==> src/rtl/sign_trunc_pkg.sv <==
// Shared constants, saturation helpers and the buffered payload type for sign_trunc.
// The buffered payload is sized by DEF_OUT_W, so the top's OUT_W is expected to match it.
package sign_trunc_pkg;

  localparam int DEF_IN_W  = 32;
  localparam int DEF_OUT_W = 16;
  localparam int DEF_CNT_W = 8;

  // Largest positive value representable in a w-bit signed field.
  function automatic logic [63:0] sat_max(input int w);
    return (64'd1 << (w - 1)) - 64'd1;
  endfunction

  // Most negative w-bit signed value, as its w-bit pattern (zero-extended).
  function automatic logic [63:0] sat_min(input int w);
    return 64'd1 << (w - 1);
  endfunction

  typedef struct packed {
    logic [DEF_OUT_W-1:0] data;
    logic                 ovf;
  } payload_t;

endpackage

==> src/rtl/sign_trunc_skid_buf.sv <==
// Two-entry valid/ready register slice (main + skid) with a registered in_ready.
// Handshake: a beat moves on a side when its valid and ready are both 1 at a rising edge;
// a producer holding valid keeps its data stable until that edge.
module skid_buf
  import sign_trunc_pkg::*;
#(
  parameter type T = payload_t
) (
  input  logic clk,
  input  logic rst,
  input  logic in_valid,
  output logic in_ready,
  input  T     in_data,
  output logic out_valid,
  input  logic out_ready,
  output T     out_data,
  output logic skid_full
);

  logic m_valid;
  logic s_valid;
  logic s_valid_nxt;
  T     m_data;
  T     s_data;
  logic acc;
  logic main_free;

  assign acc       = in_valid && in_ready;
  assign main_free = !m_valid || out_ready;

  // in_ready mirrors !s_valid, so an accept never coincides with an occupied skid entry.
  always_comb begin
    s_valid_nxt = 1'b0;
    if (!main_free) s_valid_nxt = s_valid || acc;
  end

  always_ff @(posedge clk) begin
    if (rst) begin
      m_valid  <= 1'b0;
      s_valid  <= 1'b0;
      m_data   <= '0;
      s_data   <= '0;
      in_ready <= 1'b0;
    end else begin
      if (main_free) begin
        if (s_valid) begin
          m_data  <= s_data;
          m_valid <= 1'b1;
        end else if (acc) begin
          m_data  <= in_data;
          m_valid <= 1'b1;
        end else begin
          m_valid <= 1'b0;
        end
      end else if (acc) begin
        s_data <= in_data;
      end
      s_valid  <= s_valid_nxt;
      in_ready <= !s_valid_nxt;
    end
  end

  assign out_valid = m_valid;
  assign out_data  = m_data;
  assign skid_full = s_valid;

endmodule

==> src/rtl/sign_trunc.sv <==
// 32->16 signed narrower with overflow flag, sticky bit and saturating event counter.
// Define SIGN_TRUNC_SAT_EN to clamp out-of-range words instead of wrapping them.
module sign_trunc
  import sign_trunc_pkg::*;
#(
  parameter int IN_W  = DEF_IN_W,
  parameter int OUT_W = DEF_OUT_W,
  parameter int CNT_W = DEF_CNT_W
) (
  input  logic             clk,
  input  logic             rst,
  input  logic             in_valid,
  output logic             in_ready,
  input  logic [IN_W-1:0]  in_data,
  output logic             out_valid,
  input  logic             out_ready,
  output logic [OUT_W-1:0] out_data,
  output logic             out_ovf,
  input  logic             clr,
  output logic             ovf_sticky,
  output logic [CNT_W-1:0] ovf_count
);

  logic [IN_W-OUT_W:0] upper;
  logic                fits;
  logic                ovf;
  logic [OUT_W-1:0]    narrowed;
  logic                acc;
  logic                skid_full;
  payload_t            in_pay;
  payload_t            out_pay;

  // The word fits when the dropped bits plus the new sign bit are all copies of one value.
  assign upper = in_data[IN_W-1:OUT_W-1];
  assign fits  = (&upper) || (~|upper);
  assign ovf   = !fits;

`ifdef SIGN_TRUNC_SAT_EN
  localparam logic [63:0] SAT_MAX_W = sat_max(OUT_W);
  localparam logic [63:0] SAT_MIN_W = sat_min(OUT_W);
  localparam logic [OUT_W-1:0] SAT_MAX = SAT_MAX_W[OUT_W-1:0];
  localparam logic [OUT_W-1:0] SAT_MIN = SAT_MIN_W[OUT_W-1:0];

  always_comb begin
    narrowed = in_data[OUT_W-1:0];
    if (ovf) narrowed = in_data[IN_W-1] ? SAT_MIN : SAT_MAX;
  end
`else
  assign narrowed = in_data[OUT_W-1:0];
`endif

  assign in_pay.data = narrowed;
  assign in_pay.ovf  = ovf;

  skid_buf #(.T(payload_t)) u_buf (
    .clk       (clk),
    .rst       (rst),
    .in_valid  (in_valid),
    .in_ready  (in_ready),
    .in_data   (in_pay),
    .out_valid (out_valid),
    .out_ready (out_ready),
    .out_data  (out_pay),
    .skid_full (skid_full)
  );

  assign out_data = out_pay.data;
  assign out_ovf  = out_pay.ovf;
  assign acc      = in_valid && in_ready;

  // A clear in the same cycle as an overflow accept wipes first, then counts the new event.
  always_ff @(posedge clk) begin
    if (rst) begin
      ovf_count  <= '0;
      ovf_sticky <= 1'b0;
    end else if (acc && ovf) begin
      ovf_sticky <= 1'b1;
      if (clr)             ovf_count <= CNT_W'(1);
      else if (!(&ovf_count)) ovf_count <= ovf_count + CNT_W'(1);
    end else if (clr) begin
      ovf_count  <= '0;
      ovf_sticky <= 1'b0;
    end
  end

endmodule

==> config.mk <==
export PLATFORM = sky130hd
export DESIGN_NAME = sign_trunc
export DESIGN_NICKNAME = d
export VERILOG_FILES = /design/src/rtl/sign_trunc_pkg.sv /design/src/rtl/sign_trunc_skid_buf.sv /design/src/rtl/sign_trunc.sv
export SDC_FILE = /design/constraint.sdc
export NUM_CORES = 1
export LEC_CHECK = 0
export ABC_CLOCK_PERIOD_IN_PS = 2400
export BUFFER_PORTS_ARGS = -buffer_cell sky130_fd_sc_hd__buf_2
export CAP_MARGIN = 20
export CORE_MARGIN = 4
export CORE_UTILIZATION = 50
export CTS_CLUSTER_SIZE = 28
export DETAILED_ROUTE_END_ITERATION = 10
export PLACE_DENSITY = 0.87
export SLEW_MARGIN = 20
export SYNTH_ARGS = -nofsm -noshare
export SYNTH_HDL_FRONTEND = slang
export SYNTH_HIERARCHICAL = 1
export SYNTH_SLANG_ARGS = --single-unit
==> constraint.sdc <==
create_clock -name clk -period 2.4 [get_ports clk]
set_input_delay 0.24 -clock clk [delete_from_list [all_inputs] [get_ports clk]]
set_output_delay 0.24 -clock clk [all_outputs]
set_load 0.02 [all_outputs]
* After elaboration in Yosys (flattened, before gate mapping)
Cells that the tools add are included.
** Cells by class
- Add/subtract/negate cells :: 1
- Equal/unequal tests :: 1
- Multiplexer cells :: 11
- Bitwise gates (word level) :: 1
- Reductions and logical operators :: 17
** Operators with widths (number)
- 2-to-1 mux 17 bit :: 2
- 2-to-1 mux 8 bit :: 4
- AND reduction 17 bit :: 1
- OR reduction 17 bit :: 1
- adder 8 x 1 -> 8 bit (second input constant) :: 1
- AND reduction 8 bit :: 1
- AND reduction 2 bit :: 3
- 2-to-1 mux 1 bit :: 5
- logical NOT 1 bit :: 4
- nonzero test 2 bit :: 2
- logical OR 1 bit :: 3
- logical AND 1 bit :: 2
- inequality test 2 bit (second input constant) :: 1
- NOT 1 bit :: 1
** Storage, ports and cells
- Register bits :: 46
- Output and inout bits :: 28

* Longest topological paths before layout
- Depth in word-level cells :: 7
- Gate-level depth with buffers :: 7

* Hierarchy
The synthesis kept the hierarchy.
** By module, submodules not included
- skid_buf :: times used 1, cells an instance 164, area each 1539.0 µm²
- sign_trunc :: times used 1, cells an instance 67, area each 543.0 µm²

* Worst setup path before layout
No wires, ideal clock.
- Kind :: reg2reg
- From :: reg ovf_count[0]
- To :: reg ovf_count[5]
- Setup time :: 70 ps
- Data arrival time :: 1822 ps
- Data required time :: 2330 ps
- Path slack :: 508 ps
- Stages on the path, launching flop included :: 7
- Path buffers :: 0
- Period minus slack after synthesis :: 1892 ps
- Cells stage by stage :: dfxtp_1 -> ha_1 -> and3_1 -> and3_1 -> and3_1 -> or4_1 -> a21oi_1
** Between the ends
- Cells in the longest elaborated chain, start to end :: 4
- Elaborated cells on any way between the ends :: 7
- Classes of those cells :: 1 x add/sub; 1 x eq/ne; 3 x mux; 2 x reduce/logical
** RTL lines
- from (decl) :: RTL line sign_trunc.sv:21 : output logic [CNT_W-1:0] ovf_count
- from (signal assigned) :: RTL line sign_trunc.sv:79 : else if (!(&ovf_count)) ovf_count <= ovf_count + CNT_W'(1);
- adder 8 x 1 -> 8 bit :: RTL line sign_trunc.sv:79
- 2-to-1 mux 8 bit :: RTL line sign_trunc.sv:79
- 2-to-1 mux 8 bit :: RTL line sign_trunc.sv:78 : if (clr) ovf_count <= CNT_W'(1);
- 2-to-1 mux 8 bit :: RTL line sign_trunc.sv:76 : end else if (acc && ovf) begin
Parallel ways exist; a longest one is shown, timed or not. The select of a mux whose other input is x is not followed.
A chain may end at the register's enable or synchronous reset.

* Worst setup path in the final report
Same ends and word-level chain as after synthesis.

==> flow_metrics.tcl <==
set metrics [dict create \
    mostFrequentLayoutCell "buf_2" \
    nFillCells 350 \
    fin_crit_ns 1.93 \
    die_area_um2 5260 \
    cts_buffers 5 \
    cts.repair.resized 0 \
    core_um2 4000 \
    synthArstFlopShare_pct 0 \
    pwr-share-clk_pct 33.8 \
    place_area_um2 2390 \
    syn_avg_cell_area_um2 9.01 \
    syn-num-nets 269 \
    hold_depth 3 \
    path_clk_slew_ns 0.09 \
    relSlewSlack_pct 49.1 \
    seqPwrFrac_pct 53.0 \
    r2r_cells 6 \
    critical_path.top_delay_family "simple AND/OR/NAND/NOR gates" \
    worst_slack_ns 0.475 \
    setup_tns_ns 0 \
    ys_types 36 \
    dp_hpwl_mm 3.26 \
    vias 1886 \
    crit_slowest_cell "or4_1" \
    status "complete, no violations" \
    synth_seq_cells 46 \
    die_w_um 72.5 \
    first_pass_iters 4 \
    clock_path_buffers 2 \
    antenna_left 0 \
    post_cts_buffers 0 \
    start_util_pct 52.0 \
    min_from "in_data[13]" \
    leakagePower_nw 0.967 \
    crit_arrival_ns 2.15 \
    synth_edf_count 0 \
    path_cells "ha_1, and3_1, and3_1, and3_1, or4_1, a21oi_1" \
    ios 65 \
    overflow 0 \
    grt_pass1_vias 1740 \
    rsz0062_at_grt "false" \
    synth_flop_cell "dfxtp_1" \
    viasPerCell 5.55 \
    fin_skew_ns 0.00736 \
    cp-end-kind "flip-flop" \
    clock-root-buffer "clkbuf_8" \
    area_growth_pct 19.9 \
    routabilityCongestion 0.781 \
    holdBufCountCts 0 \
    portBuffers 64 \
    critPathMaxFanout 5 \
    critPathRequiredTime_ns 2.63 \
    dieHeight_um 72.5 \
    rows 23 \
    grt_pass1_wl_mm 7.45 \
    drv_slew 0 \
    whs_endpoint "u_buf/s_data[14]" \
    cap_violations 0 \
    r2r_slack_ns 0.47 \
    drt_wl_total_mm 4.60 \
    final_layout_size_suffix_gt1_share_pct 32.1 \
    yosysWarnings 6 \
    wire_per_inst_um 13.5 \
    cts_tree "yes" \
    p_int_mw 1.14 \
    ir_drop_mv 0.439 \
    path_common_cell "and3_1" \
    combPwrFrac_pct 13.2 \
    clock.fmax_ghz 0.519 \
    switching_share_pct 25.4 \
    drcViolationCount 0 \
    reg2reg_to "ovf_count[5]" \
    antenna_found_initial 0 \
    fin_hold_ws_ns 0.193 \
    p_sw_mw 0.387 \
    min_path_type "input pin to flip-flop" \
    drt_iter0_drc 98 \
    r2r-start "ovf_count[0]" \
    htreeDepth 2 \
    worst-setup-path-type "flip-flop to flip-flop" \
    most-common-layout-cells "buf_2, dfxtp_1, a21oi_1" \
    grt_max_degree 40 \
    nNetsFinal 327 \
    antenna_cells 0 \
    grtUsageTotal_pct 17.6 \
    place_ws_ns 0.514 \
    finalSetupViolCount 0 \
    powerDensity_nw_per_um2 610 \
    clk_latency_ns 0.29 \
    clkSinkCount 46 \
    ys_seq_area_share_pct 44.2 \
    stdcell_area_um2 2500 \
    hold_viol 0 \
    cp_num_buf_inv 0 \
    tightest_slew_ns 0.759 \
    synthCells 231 \
    cp_slowest_stage_delay_ns 0.47 \
    timing.final.crit_share_pct 80.2 \
    worstSetupStartpointType "flip-flop" \
    synth.cell_area_um2 2080 \
]
flip-flops by register name (all words and copies together), names as in the netlist:
| name | cells |
|---|---|
| u_buf/s_data | 17 |
| ovf_sticky | 1 |
| u_buf/out_valid | 1 |
| u_buf/skid_full | 1 |
| ovf_count | 8 |
| u_buf/in_ready | 1 |
| u_buf/out_data | 17 |
layout make-up:
type,count,area [µm²],share of cell area (%)
Multi-Input combinational cell,167,1050,42.2
Sequential cell,46,921,36.9
Timing Repair Buffer,68,350,14.0
Clock buffer,7,96.3,3.86
Tap cell,50,62.6,2.51
Clock inverter,1,8.76,0.351
Inverter,1,3.75,0.150
cell usage after synthesis, types with 4 or more instances:
master	instances	share of area [%]
clkbuf_1	8	1.4
dfxtp_1	46	44
nor4_1	4	1.2
a21oi_1	45	11
a211oi_1	7	2.5
mux2i_1	17	8.2
and3_1	4	1.2
nand2_1	36	6.5
a211oi_2	10	6.0
nand3_1	5	1.2
nor2_1	7	1.3
nand4_1	6	1.8
buf_6	5	2.7
power by group through the flow:
| stage | combinational, mW | sequential [mW] | clock, mW |
|---|---|---|---|
| floorplan | 0.0991 | 0.854 | 0 |
| global placement | 0.197 | 0.823 | 0 |
| detailed placement | 0.202 | 0.824 | 0 |
| CTS | 0.202 | 0.807 | 0.527 |
| global route | 0.221 | 0.810 | 0.557 |
| finish | 0.201 | 0.807 | 0.515 |
worst max path at each step:
stage,cells after the start,startpoint,endpoint
global placement,6,ovf_count[0],ovf_count[5]
detailed placement,6,ovf_count[0],ovf_count[5]
floorplan,6,ovf_count[0],ovf_count[5]
finish,6,ovf_count[0],ovf_count[5]
CTS,6,ovf_count[0],ovf_count[5]
global route,6,ovf_count[0],ovf_count[5]
metal layers:
layer / track usage (%) / up-vias / share of wire, %
met5: 0 / - / 0
met4: 4.92 / 0 / 0.52
met3: 5.68 / 2 / 6.5
met2: 29.3 / 55 / 49
met1: 22.0 / 879 / 44
li1: - / 950 / -
logic make-up (layout without fill, tap and decap cells):
family          count (synthesis)  after routing  share of synthesized area, %
mux                            17             17                          8.17
compound gates                 69             69                          21.7
simple gates                   80             80                          20.1
flops                          46             46                          44.2
buf+inv                        18             77                          5.17
fa+ha+maj                       1              1                         0.601
worst reg2reg max path, cell delays in order (launching register included):
cell	delay, ns
dfxtp_1	0.35
ha_1	0.23
and3_1	0.21
and3_1	0.23
and3_1	0.24
or4_1	0.47
a21oi_1	0.14
metrics by stage:
stage	power (mW)	utilization [%]	cells
2_1_floorplan	0.953	-	231
3_3_place_gp	1.02	59.8	332
3_5_place_dp	1.03	59.8	332
4_1_cts	1.54	62.4	340
5_1_grt	1.59	62.4	340
6_report	1.52	62.4	340
Note: power is estimated with default switching activity, not from simulation.
